`src/rtl/phyreg_alloc_ctrl.sv`:
```
// phyreg_alloc_ctrl
//   Credit-based allocation controller between a 2-wide rename stage and the
//   physical-register freelist. Tracks free registers, grants freelist pops
//   per rename slot on an all-or-nothing basis per group, and sequences flush
//   recovery (allocation blocked for RECOVER_CYCLES, then full credit).
//
// Ports:
//   clk, rst_n          clock (rising edge), async active-low reset
//   flush               flush / mispredict recovery request
//   req{0,1}_valid      rename slot holds an instruction
//   req{0,1}_need_rd    slot needs a new physical register
//   retire_valid        commit returns one physical register
//   grant{0,1}          freelist pop for slot 0/1
//   rename_ready        rename group accepted this cycle
//   stall               valid group present but not accepted
//   free_cnt            current credit count
//   almost_empty        free_cnt < 2
//   recovering          FSM in RECOVER
//   credit_err          sticky: retire arrived with full credit
module phyreg_alloc_ctrl #(
    parameter int FREE_REG       = 32,
    parameter int RECOVER_CYCLES = 2,
    parameter int CNT_W          = $clog2(FREE_REG) + 1
) (
    input  logic             clk,
    input  logic             rst_n,
    input  logic             flush,
    input  logic             req0_valid,
    input  logic             req0_need_rd,
    input  logic             req1_valid,
    input  logic             req1_need_rd,
    input  logic             retire_valid,
    output logic             grant0,
    output logic             grant1,
    output logic             rename_ready,
    output logic             stall,
    output logic [CNT_W-1:0] free_cnt,
    output logic             almost_empty,
    output logic             recovering,
    output logic             credit_err
);

    localparam int NUM_SLOTS = 2;
    localparam int RC_W      = (RECOVER_CYCLES > 1) ? $clog2(RECOVER_CYCLES) : 1;

    typedef enum logic {ALLOC, RECOVER} state_t;

    state_t                 state;
    logic [RC_W-1:0]        rcnt;
    logic [NUM_SLOTS-1:0]   req_valid;
    logic [NUM_SLOTS-1:0]   req_need;
    logic [NUM_SLOTS-1:0]   need_vec;
    logic [NUM_SLOTS-1:0]   grant_vec;
    logic [1:0]             need_cnt;
    logic [CNT_W-1:0]       grant_cnt;
    logic                   alloc_ok;
    logic                   fits;

    assign req_valid = {req1_valid, req0_valid};
    assign req_need  = {req1_need_rd, req0_need_rd};

    // Per-slot demand and grant; a slot only gets a pop when the whole group fits.
    for (genvar i = 0; i < NUM_SLOTS; i++) begin : g_slot
        assign need_vec[i]  = req_valid[i] & req_need[i];
        assign grant_vec[i] = alloc_ok & fits & need_vec[i];
    end

    assign need_cnt  = {1'b0, need_vec[0]} + {1'b0, need_vec[1]};
    assign grant_cnt = CNT_W'(grant_vec[0]) + CNT_W'(grant_vec[1]);

    // Decisions use the registered credit only; a same-cycle retire is not spendable.
    assign fits     = CNT_W'(need_cnt) <= free_cnt;
    assign alloc_ok = (state == ALLOC) & ~flush;

    assign grant0       = grant_vec[0];
    assign grant1       = grant_vec[1];
    assign rename_ready = alloc_ok & fits;
    assign stall        = alloc_ok & ~fits & (|req_valid);
    assign almost_empty = free_cnt < CNT_W'(2);
    assign recovering   = (state == RECOVER);

    always_ff @(posedge clk or negedge rst_n) begin
        if (!rst_n) begin
            state      <= ALLOC;
            free_cnt   <= CNT_W'(FREE_REG);
            rcnt       <= '0;
            credit_err <= 1'b0;
        end else if (flush) begin
            // Flush wins in any state; credit holds until the rebuild completes.
            state <= RECOVER;
            rcnt  <= RC_W'(RECOVER_CYCLES - 1);
        end else begin
            case (state)
                ALLOC: begin
                    if (retire_valid && free_cnt == CNT_W'(FREE_REG)) begin
                        // Surplus retire: drop the increment and flag it.
                        free_cnt   <= free_cnt - grant_cnt;
                        credit_err <= 1'b1;
                    end else begin
                        free_cnt <= free_cnt - grant_cnt + CNT_W'(retire_valid);
                    end
                end
                RECOVER: begin
                    // Retires are ignored here; the rebuilt freelist is full.
                    if (rcnt == '0) begin
                        free_cnt <= CNT_W'(FREE_REG);
                        state    <= ALLOC;
                    end else begin
                        rcnt <= rcnt - 1'b1;
                    end
                end
                default: state <= ALLOC;
            endcase
        end
    end

endmodule

```
`config.mk`:
```
export PLATFORM = sky130hd
export DESIGN_NAME = phyreg_alloc_ctrl
export DESIGN_NICKNAME = d
export VERILOG_FILES = /design/src/rtl/phyreg_alloc_ctrl.sv
export SDC_FILE = /design/constraint.sdc
export NUM_CORES = 1
export LEC_CHECK = 0
export ABC_AREA = 1
export BUFFER_PORTS_ARGS = -buffer_cell sky130_fd_sc_hd__clkbuf_2
export CAP_MARGIN = 20
export CORE_UTILIZATION = 35
export DETAILED_ROUTE_END_ITERATION = 16
export SYNTH_ARGS = -nofsm -noshare
export SYNTH_HDL_FRONTEND = slang
export SYNTH_SLANG_ARGS = --single-unit
```
`constraint.sdc`:
```
create_clock -name clk -period 3 [get_ports clk]
set_input_delay 0.6 -clock clk [delete_from_list [all_inputs] [get_ports clk]]
set_output_delay 0.6 -clock clk [all_outputs]
set_load 0.01 [all_outputs]
```
After elaboration in Yosys (flattened, before gate mapping)
Index checks and enable logic that the tools add are counted.
{"block": "word_totals", "reg_bits": 9, "input_bits": 8, "out_inout_bits": 13, "word_cells": 38}
{"block": "op_classes", "add_sub_neg": 5, "n_lt_le_gt_ge": 2, "eq_ne": 2, "n_mux": 9, "n_bitwise": 11, "n_reduce_logical": 5}
{"cell": "$mux W6", "n": 2}
{"cell": "$pmux W6 S2", "n": 1}
{"cell": "$and A1 B1 Y1", "n": 8}
{"cell": "$add A6 B1 Y6", "n": 1}
{"cell": "$eq A6 B6 Y1 const B", "n": 1}
{"cell": "$le A2 B6 Y1", "n": 1}
{"cell": "$lt A6 B2 Y1 const B", "n": 1}
{"cell": "$mux W1", "n": 6}
{"cell": "$sub A6 B2 Y6", "n": 1}
{"cell": "$add A1 B1 Y2", "n": 2}
{"cell": "$not A1 Y1", "n": 3}
{"cell": "$reduce_and A3 Y1", "n": 1}
{"cell": "$ne A2 B2 Y1 const B", "n": 1}
{"cell": "$reduce_and A2 Y1", "n": 1}
{"cell": "$reduce_bool A2 Y1", "n": 1}
{"cell": "$reduce_or A2 Y1", "n": 1}
{"cell": "$logic_and A1 B1 Y1", "n": 1}
{"cell": "$sub A1 B1 Y1 const B", "n": 1}

Depth between registers and ports, before layout
Gate-level depths: netlist of run 1.
{"block": "logic_depth", "depth_word": 10, "depth_mapped": 25, "ltp_nobuf": 25}

Least setup slack after synthesis of run 1
No wires, ideal clock.
{"block": "synth_timing", "path_type": "input to register", "from": "in req0_valid", "to": "reg free_cnt[4]", "setup_time_ps": 76, "t_arrival_ps": 3418, "t_required_ps": 2924, "slack_ps": -494, "cell_stages": 19, "n_path_buf": 0, "path_cell_list": "nand2_1 > inv_1 > ha_1 > ha_1 > a21oi_1 > a211oi_2 > inv_2 > nand2_2 > nor2_2 > inv_2 > fa_1 > ha_1 > xor2_1 > ha_1 > ha_1 > nand3_2 > o21ai_1 > nand2_1 > o21ai_1"}
{"block": "synth_via", "elab_chain_cells": 10, "elab_cells_between_ends": 11, "classes_between": "4 x add/sub; 1 x order compare; 2 x mux; 4 x bitwise"}
{"element": "start: declaration", "line_no": "28", "rtl": "input logic req0_valid,"}
{"element": "$and A1 B1 Y1 *", "line_no": "64", "rtl": "assign need_vec[i] = req_valid[i] & req_need[i];"}
{"element": "$add A1 B1 Y2 *", "line_no": "68", "rtl": "assign need_cnt = {1'b0, need_vec[0]} + {1'b0, need_vec[1]};"}
{"element": "$le A2 B6 Y1 *", "line_no": "72", "rtl": "assign fits = CNT_W'(need_cnt) <= free_cnt;"}
{"element": "$and A1 B1 Y1 * (2 in a row)", "line_no": "65", "rtl": "assign grant_vec[i] = alloc_ok & fits & need_vec[i];"}
{"element": "net grant1", "line_no": "34", "rtl": "output logic grant1,"}
{"element": "$add A1 B1 Y2 *", "line_no": "69", "rtl": "assign grant_cnt = CNT_W'(grant_vec[0]) + CNT_W'(grant_vec[1]);"}
{"element": "$sub A6 B2 Y6 *", "line_no": "97, 100"}
{"element": "$add A6 B1 Y6", "line_no": "100", "rtl": "free_cnt <= free_cnt - grant_cnt + CNT_W'(retire_valid);"}
{"element": "$mux W6 *", "line_no": "95", "rtl": "if (retire_valid && free_cnt == CNT_W'(FREE_REG)) begin"}
{"element": "$pmux W6 S2 *", "line_no": "93", "rtl": "case (state)"}
{"element": "end signal: assignment", "line_no": "97", "rtl": "free_cnt <= free_cnt - grant_cnt;"}
{"element": "end signal: assignment", "line_no": "100"}
{"element": "end signal: assignment", "line_no": "106", "rtl": "free_cnt <= CNT_W'(FREE_REG);"}
{"element": "end: declaration", "line_no": "37", "rtl": "output logic [CNT_W-1:0] free_cnt,"}
Mark *: on every way through the listed nets, which the timed path passes. The rest lies on a longest branch.
A chain may end at the register's enable or synchronous reset.

Worst setup path after layout of run 1
{"block": "layout_timing", "from": "in req1_need_rd", "to": "reg free_cnt[5]"}
{"block": "layout_via", "elab_chain_cells": 10, "elab_cells_between_ends": 11, "classes_between": "4 x add/sub; 1 x order compare; 2 x mux; 4 x bitwise"}
{"element": "start: declaration", "line_no": "31", "rtl": "input logic req1_need_rd,"}
{"element": "$and A1 B1 Y1 *", "line_no": "64"}
{"element": "$add A1 B1 Y2", "line_no": "68"}
{"element": "$le A2 B6 Y1", "line_no": "72"}
{"element": "$and A1 B1 Y1 (2 in a row)", "line_no": "65"}
{"element": "$add A1 B1 Y2 *", "line_no": "69"}
{"element": "$sub A6 B2 Y6 *", "line_no": "97, 100"}
{"element": "$add A6 B1 Y6", "line_no": "100"}
{"element": "$mux W6 *", "line_no": "95"}
{"element": "$pmux W6 S2 *", "line_no": "93"}
Every way passes the cells marked *; elsewhere a longest branch is shown, timed or not.

==> results of run 1 <==
## state kept, by name, indices dropped and copies added (netlist names)
signal / count
free_cnt: 6
credit_err: 1
rcnt: 1
recovering: 1
## where the power goes
group / leakage (nW) / internal (mW) / switching (mW)
sequential: 0.110 / 0.154 / 0.0236
combinational: 0.539 / 0.296 / 0.350
clock: 0.0150 / 0.0513 / 0.0429
## logic make-up (layout without fill, tap and decap cells)
kind of cell,after synthesis,count (layout),synth area share
flip-flops,9,9,0.269
AND/OR/NAND/NOR,58,58,0.342
adder cells (fa/ha/maj),9,9,0.143
XOR/XNOR,1,1,0.0104
AO/OA/AOI/OAI,16,16,0.113
buffers and inverters,27,70,0.122
## worst max-delay path by stage
| stage | from | end | slack, ps | depth (start not counted) |
|---|---|---|---|---|
| global placement | req0_valid | free_cnt[5] | -650 | 24 |
| finish | req1_need_rd | free_cnt[5] | -220 | 24 |
| global route | req0_need_rd | free_cnt[5] | -410 | 24 |
| floorplan | req0_valid | free_cnt[5] | -440 | 24 |
| detailed placement | req0_valid | free_cnt[5] | -720 | 25 |
| CTS | req0_need_rd | free_cnt[5] | -310 | 24 |
## stage by stage
| stage | TNS [ps] | std cells | hold WS [ps] | total power [mW] | instance area, um^2 |
|---|---|---|---|---|---|
| global placement | -3460 | 183 | 461 | 0.696 | 1150 |
| finish | -826 | 191 | 187 | 0.917 | 1330 |
| CTS | -1270 | 189 | 187 | 0.843 | 1250 |
| floorplan | -2290 | 120 | 304 | 0.517 | 902 |
| global route | -1670 | 191 | 200 | 0.990 | 1330 |
| detailed placement | -3730 | 183 | 466 | 0.707 | 1150 |
## final cells by class
type / instances / share of cell area
Clock buffer: 4 / 0.0198
Sequential cell: 9 / 0.171
Tap cell: 28 / 0.0264
Timing Repair Buffer: 39 / 0.208
Inverter: 27 / 0.0812
Multi-Input combinational cell: 84 / 0.494
## metal layers
| metal | track usage | up-vias | routed length [um] |
|---|---|---|---|
| met2 | 0.279 | 15 | 1010 |
| met4 | 0.0833 | 0 | 19 |
| met1 | 0.253 | 391 | 1080 |
| li1 | - | 462 | - |
| met3 | 0.0179 | 4 | 57 |
| met5 | 0 | - | 0 |
## layout by cell type (no fill, tap or decap)
cell type,instances
buf_8,2
nand2_2,4
xor2_2,1
o21bai_1,1
clkbuf_2,16
nor2_2,9
inv_1,16
o22ai_1,3
dfrtp_1,8
nor2_1,7
clkbuf_4,3
clkinv_2,1
a21oi_1,2
a211oi_2,1
ha_4,5
inv_2,8
o21ai_0,4
nand2_4,4
nand3_4,1
buf_4,19
nor2_4,3
o22ai_2,1
nand3_2,1
ha_1,2
nand4_1,2
a21oi_2,1
fa_2,1
o21ai_1,1
o21ai_2,2
nand3_1,7
nand2_1,19
nor3_1,1
ha_2,1
dfstp_2,1
inv_4,2
clkbuf_1,1
buf_6,2
## synth_stat cells, drive strengths merged
master and count:
a211oi 1, a21oi 3, clkinv 1, dfrtp 8, dfstp 1, fa 1
ha 8, inv 26, nand2 27, nand3 9, nand4 2, nor2 19
nor3 1, o21ai 7, o21bai 1, o22ai 4, xor2 1
## repair_timing
item | CTS | global route
buffers inserted | 2 | 2
hold endpoints to repair | 0 | 0
resized for setup | 10 | 18
pin swaps | 17 | 11
cloned | 0 | 0
endpoints found under the setup margin | 6 | 6
==> reports/qor.csv, run 1 <==
metric,value,unit
status,finished with violations,
violated checks,setup timing,
drt drc,0,
DR vias,872,
Final ANT Viol Nets,0,
DIE HEIGHT,51.0,um
Clock Tree Buf Depth,2,
Yosys top cell by area,dfrtp_1,
I/O pin count,21,
Startpoint Class,input port,
RSZ-0062 raised after global routing,yes,
vias in the first global route,826,
# rows,17,
post-synth cell types,23,
Pre-antenna DRT Iters,4,
CP Capture Type,register,
clock sink count,9,
Worst Tran Pin Value,291,ps
Synth Net Count,137,
max-cap violations,0,
Pleak,0.664,nW
Layout area overhead,57.6,%
ant diodes,0,
worst path bufs/invs,7,
Arrival @ worst endpoint,3430,ps
Final period util,1.07,
Worst path most repeated cell,inv_2,
GRT overflow,0,
root buf cell,clkbuf_4,
gate family responsible for the most delay along the worst path,adder cells,
1st-iter DRT viols,15,
number of vias per cell,4.57,
initial antenna violation count,0,
Avg WL per Cell,11.3,um
"Req. time, crit path",3210,ps
Final Hold Fails,0,
Mean Syn Cell Area,7.01,um^2
Clock transition at path regs,60,ps
FF-to-FF End,free_cnt[5],
Mapped Area,841,um^2
latest clock arrival within the worst-skew pair,260,ps
#FFs+latches synth,9,
Fmax,310,MHz
Starting Density,0.376,
Worst slew margin,0.806,
cts bufs inserted,3,
Worst Hold Class,in -> async,
worst setup margin,-225,ps
Post-DP HPWL,1.64,mm
synthesis warning total,0,
area occupied by multi-input gates,654,um^2
FF-to-FF Start,free_cnt[1],
Cell Pwr Density,692,nW/um^2
clk_skew,6.06,ps
Hold Buf Count CTS,0,
gpl congestion,0.856,
Port Buffer Count,20,
die width,51.0,um
first-pass GRT wire length,3.53,mm
Final Max Slew Viols,0,
fillers,212,
CTS tree,built,
overall routed net length,2.16,mm
Max H-tree Level,1,
gr usage total,0.181,
crit path kind,in -> reg,
Synth Instances,120,
fin util,0.593,
FF-to-FF setup slack,10,ps
reg2reg path depth,19,
CP max-delay cell,fa_2,
full die area,2600,um^2
Layout Nets,181,
"Seq/Total Area, Yosys",0.269,
crit path time final,3220,ps
Setup WS pre-CTS,-718,ps
Worst path max stage delay,600,ps
"Setup violations, final",5,
Worst VDD drop,0.405,mV
largest net degree at the start of global routing,10,
worst path cell trace,buf_6 -> nand2_4 -> inv_4 -> ha_4 -> inv_2 -> ha_4 -> inv_2 -> a21oi_2 -> a211oi_2 -> inv_2 -> nand2_4 -> nor2_4 -> inv_2 -> fa_2 -> ha_4 -> xor2_2 -> ha_2 -> nand4_1 -> nor2_2 -> nand3_1 -> nand2_1 -> nand3_1 -> nand2_1 -> inv_1,
Yosys top cell area share,0.238,
worst-path fanout max,3,
largest cells by area after synthesis,"dfrtp_1, ha_1, nand2_1",
layout cells sized above 1,0.546,
FF/Latch Area,226,um^2
core box area,2230,um^2
No activity file was read; power rests on OpenSTA's default activity.
==> inputs of run 2 (changes only) <==
- clock period: 3 -> 2.7 ns (I/O delays scaled with it)
==> reports/qor.csv, run 2 (synthesis gave the netlist of run 1 again) <==
metric,value,unit,change
status,finished with violations,,
violated checks,setup timing,,
Worst path most repeated cell,inv_2,,
layout cells sized above 1,0.539,,-0.00662
reg2reg path depth,19,,unchanged
Worst path max stage delay,600,ps,about the same
crit path time final,3240,ps,
Max H-tree Level,1,,unchanged
max-cap violations,0,,unchanged
cts bufs inserted,3,,unchanged
initial antenna violation count,0,,unchanged
most flop-heavy register,free_cnt,,
largest net degree at the start of global routing,10,,unchanged
FF-to-FF setup slack,-350,ps,-360 ps
Final Max Slew Viols,0,,unchanged
Inst Count DP,186,,+1.6%
1st-iter DRT viols,14,,-1
core box area,2230,um^2,unchanged
"leading cell type in the layout, fill and taps excluded",buf_4,,
gr usage total,0.208,,+0.0269
gpl congestion,0.816,,-4.6%
Clock Tree Buf Depth,2,,unchanged
Cell Pwr Density,748,nW/um^2,+8.1%
FF-to-FF Start,free_cnt[1],,
clock sink count,9,,unchanged
most frequent cells in the layout,"buf_4, nand2_1, clkbuf_2",,
FF/Latch Area,226,um^2,unchanged
worst path cell trace,clkbuf_8 -> nand2_4 -> inv_4 -> ha_4 -> inv_2 -> ha_4 -> inv_2 -> a21oi_2 -> a211oi_2 -> inv_2 -> nand2_4 -> nor2_4 -> inv_2 -> fa_2 -> ha_4 -> xor2_2 -> ha_2 -> nand4_1 -> nor2_2 -> nand3_1 -> nand2_1 -> nand3_1 -> nand2_1 -> inv_1,,
Setup WS pre-CTS,-936,ps,-218 ps
total power,984,uW,+7.2%
Post-DP Area,1170,um^2,+2.0%
Pre-antenna DRT Iters,4,,unchanged
I/O pin count,21,,unchanged
DIE HEIGHT,51.0,um,unchanged
CP Capture Type,register,,
full die area,2600,um^2,unchanged
Pleak,0.665,nW,+0.23%
latest clock arrival within the worst-skew pair,260,ps,about the same
crit path kind,in -> reg,,
Final period util,1.20,,
Final Hold Fails,0,,unchanged
"Setup violations, final",6,,+1
Final Cell Area,1320,um^2,-0.76%
worst path bufs/invs,7,,unchanged
Starting Density,0.376,,unchanged
Clock transition at path regs,60,ps,about the same
Worst slew margin,0.798,,-0.00782
max FFs per register,6,,unchanged
die width,51.0,um,unchanged
gate family responsible for the most delay along the worst path,adder cells,,
area occupied by multi-input gates,634,um^2,-3.1%
root buf cell,clkbuf_4,,
clk_skew,7.16,ps,+1.10 ps
first-pass GRT wire length,4.00,mm,+13%
Worst Hold Class,in -> async,,
number of vias per cell,4.78,,+4.6%
Post-DP HPWL,1.84,mm,+12%
ant diodes,0,,unchanged
Avg WL per Cell,12.6,um,+11%
Final ANT Viol Nets,0,,unchanged
drt drc,0,,unchanged
"Req. time, crit path",2900,ps,-310 ps
Layout area overhead,56.4,%,
Arrival @ worst endpoint,3440,ps,about the same
worst setup margin,-544,ps,-319 ps
Port Buffer Count,20,,unchanged
Layout Cells excl Fill,193,,+1.0%
fillers,201,,-5.2%
Hold WS,129,ps,-57.2 ps
worst-path fanout max,3,,unchanged
Layout Nets,183,,+1.1%
vias in the first global route,921,,+12%
GRT overflow,0,,unchanged
Startpoint Class,input port,,
Fmax,308,MHz,
Worst VDD drop,0.586,mV,+45%
RSZ-0062 raised after global routing,yes,,
overall routed net length,2.43,mm,+12%
Worst Tran Pin Value,303,ps,+11.7 ps
CP max-delay cell,fa_2,,
setup TNS,-2830,ps,-2010 ps
DR vias,922,,+5.7%
# rows,17,,unchanged
fin util,0.589,,-0.00448
CTS tree,built,,
FF-to-FF End,free_cnt[5],,
## run 2: cell types whose count changed in the layout (fill, tap and decap cells not counted), sizes merged
cell / before / now
buf: 23 / 22
clkbuf: 20 / 23
## run 2: area by class of cell
cell class | count | share of cell area
well taps | 28 | 0.0266
multi-input cells | 84 | 0.482
flip-flops and latches | 9 | 0.172
inverters | 27 | 0.0818
repair buffers | 41 | 0.217
clock buffers | 4 | 0.0200
## run 2: how the worst max path moves through the flow
stage                      start           to  slack (ps)  cells past startpoint
floorplan             req0_valid  free_cnt[5]        -680                     24
global placement      req0_valid  free_cnt[5]        -890                     25
detailed placement    req0_valid  free_cnt[5]        -940                     24
CTS                 req1_need_rd  free_cnt[5]        -550                     24
global route          req1_valid  free_cnt[5]        -740                     25
finish                req1_valid  free_cnt[5]        -540                     24
## run 2: report_power, final
group / switching, mW / internal, mW / total, mW
clock network: 0.0476 / 0.0569 / 0.105
registers: 0.0250 / 0.171 / 0.196
logic: 0.383 / 0.301 / 0.683
total: 0.455 / 0.529 / 0.984
## run 2: timing repair
action                                  4_1_cts  5_1_grt
gates resized for setup                      12        9
hold buffers                                  0        0
endpoints found under the setup margin        6        6
buffers inserted                              1        2
pin swaps                                    18       16
## run 2: routing by layer
metal	wire, um	up-vias	track usage
met4	40	0	0.116
met5	0	-	0
met1	1040	430	0.256
li1	-	471	-
met2	1260	17	0.353
met3	91	4	0.0208
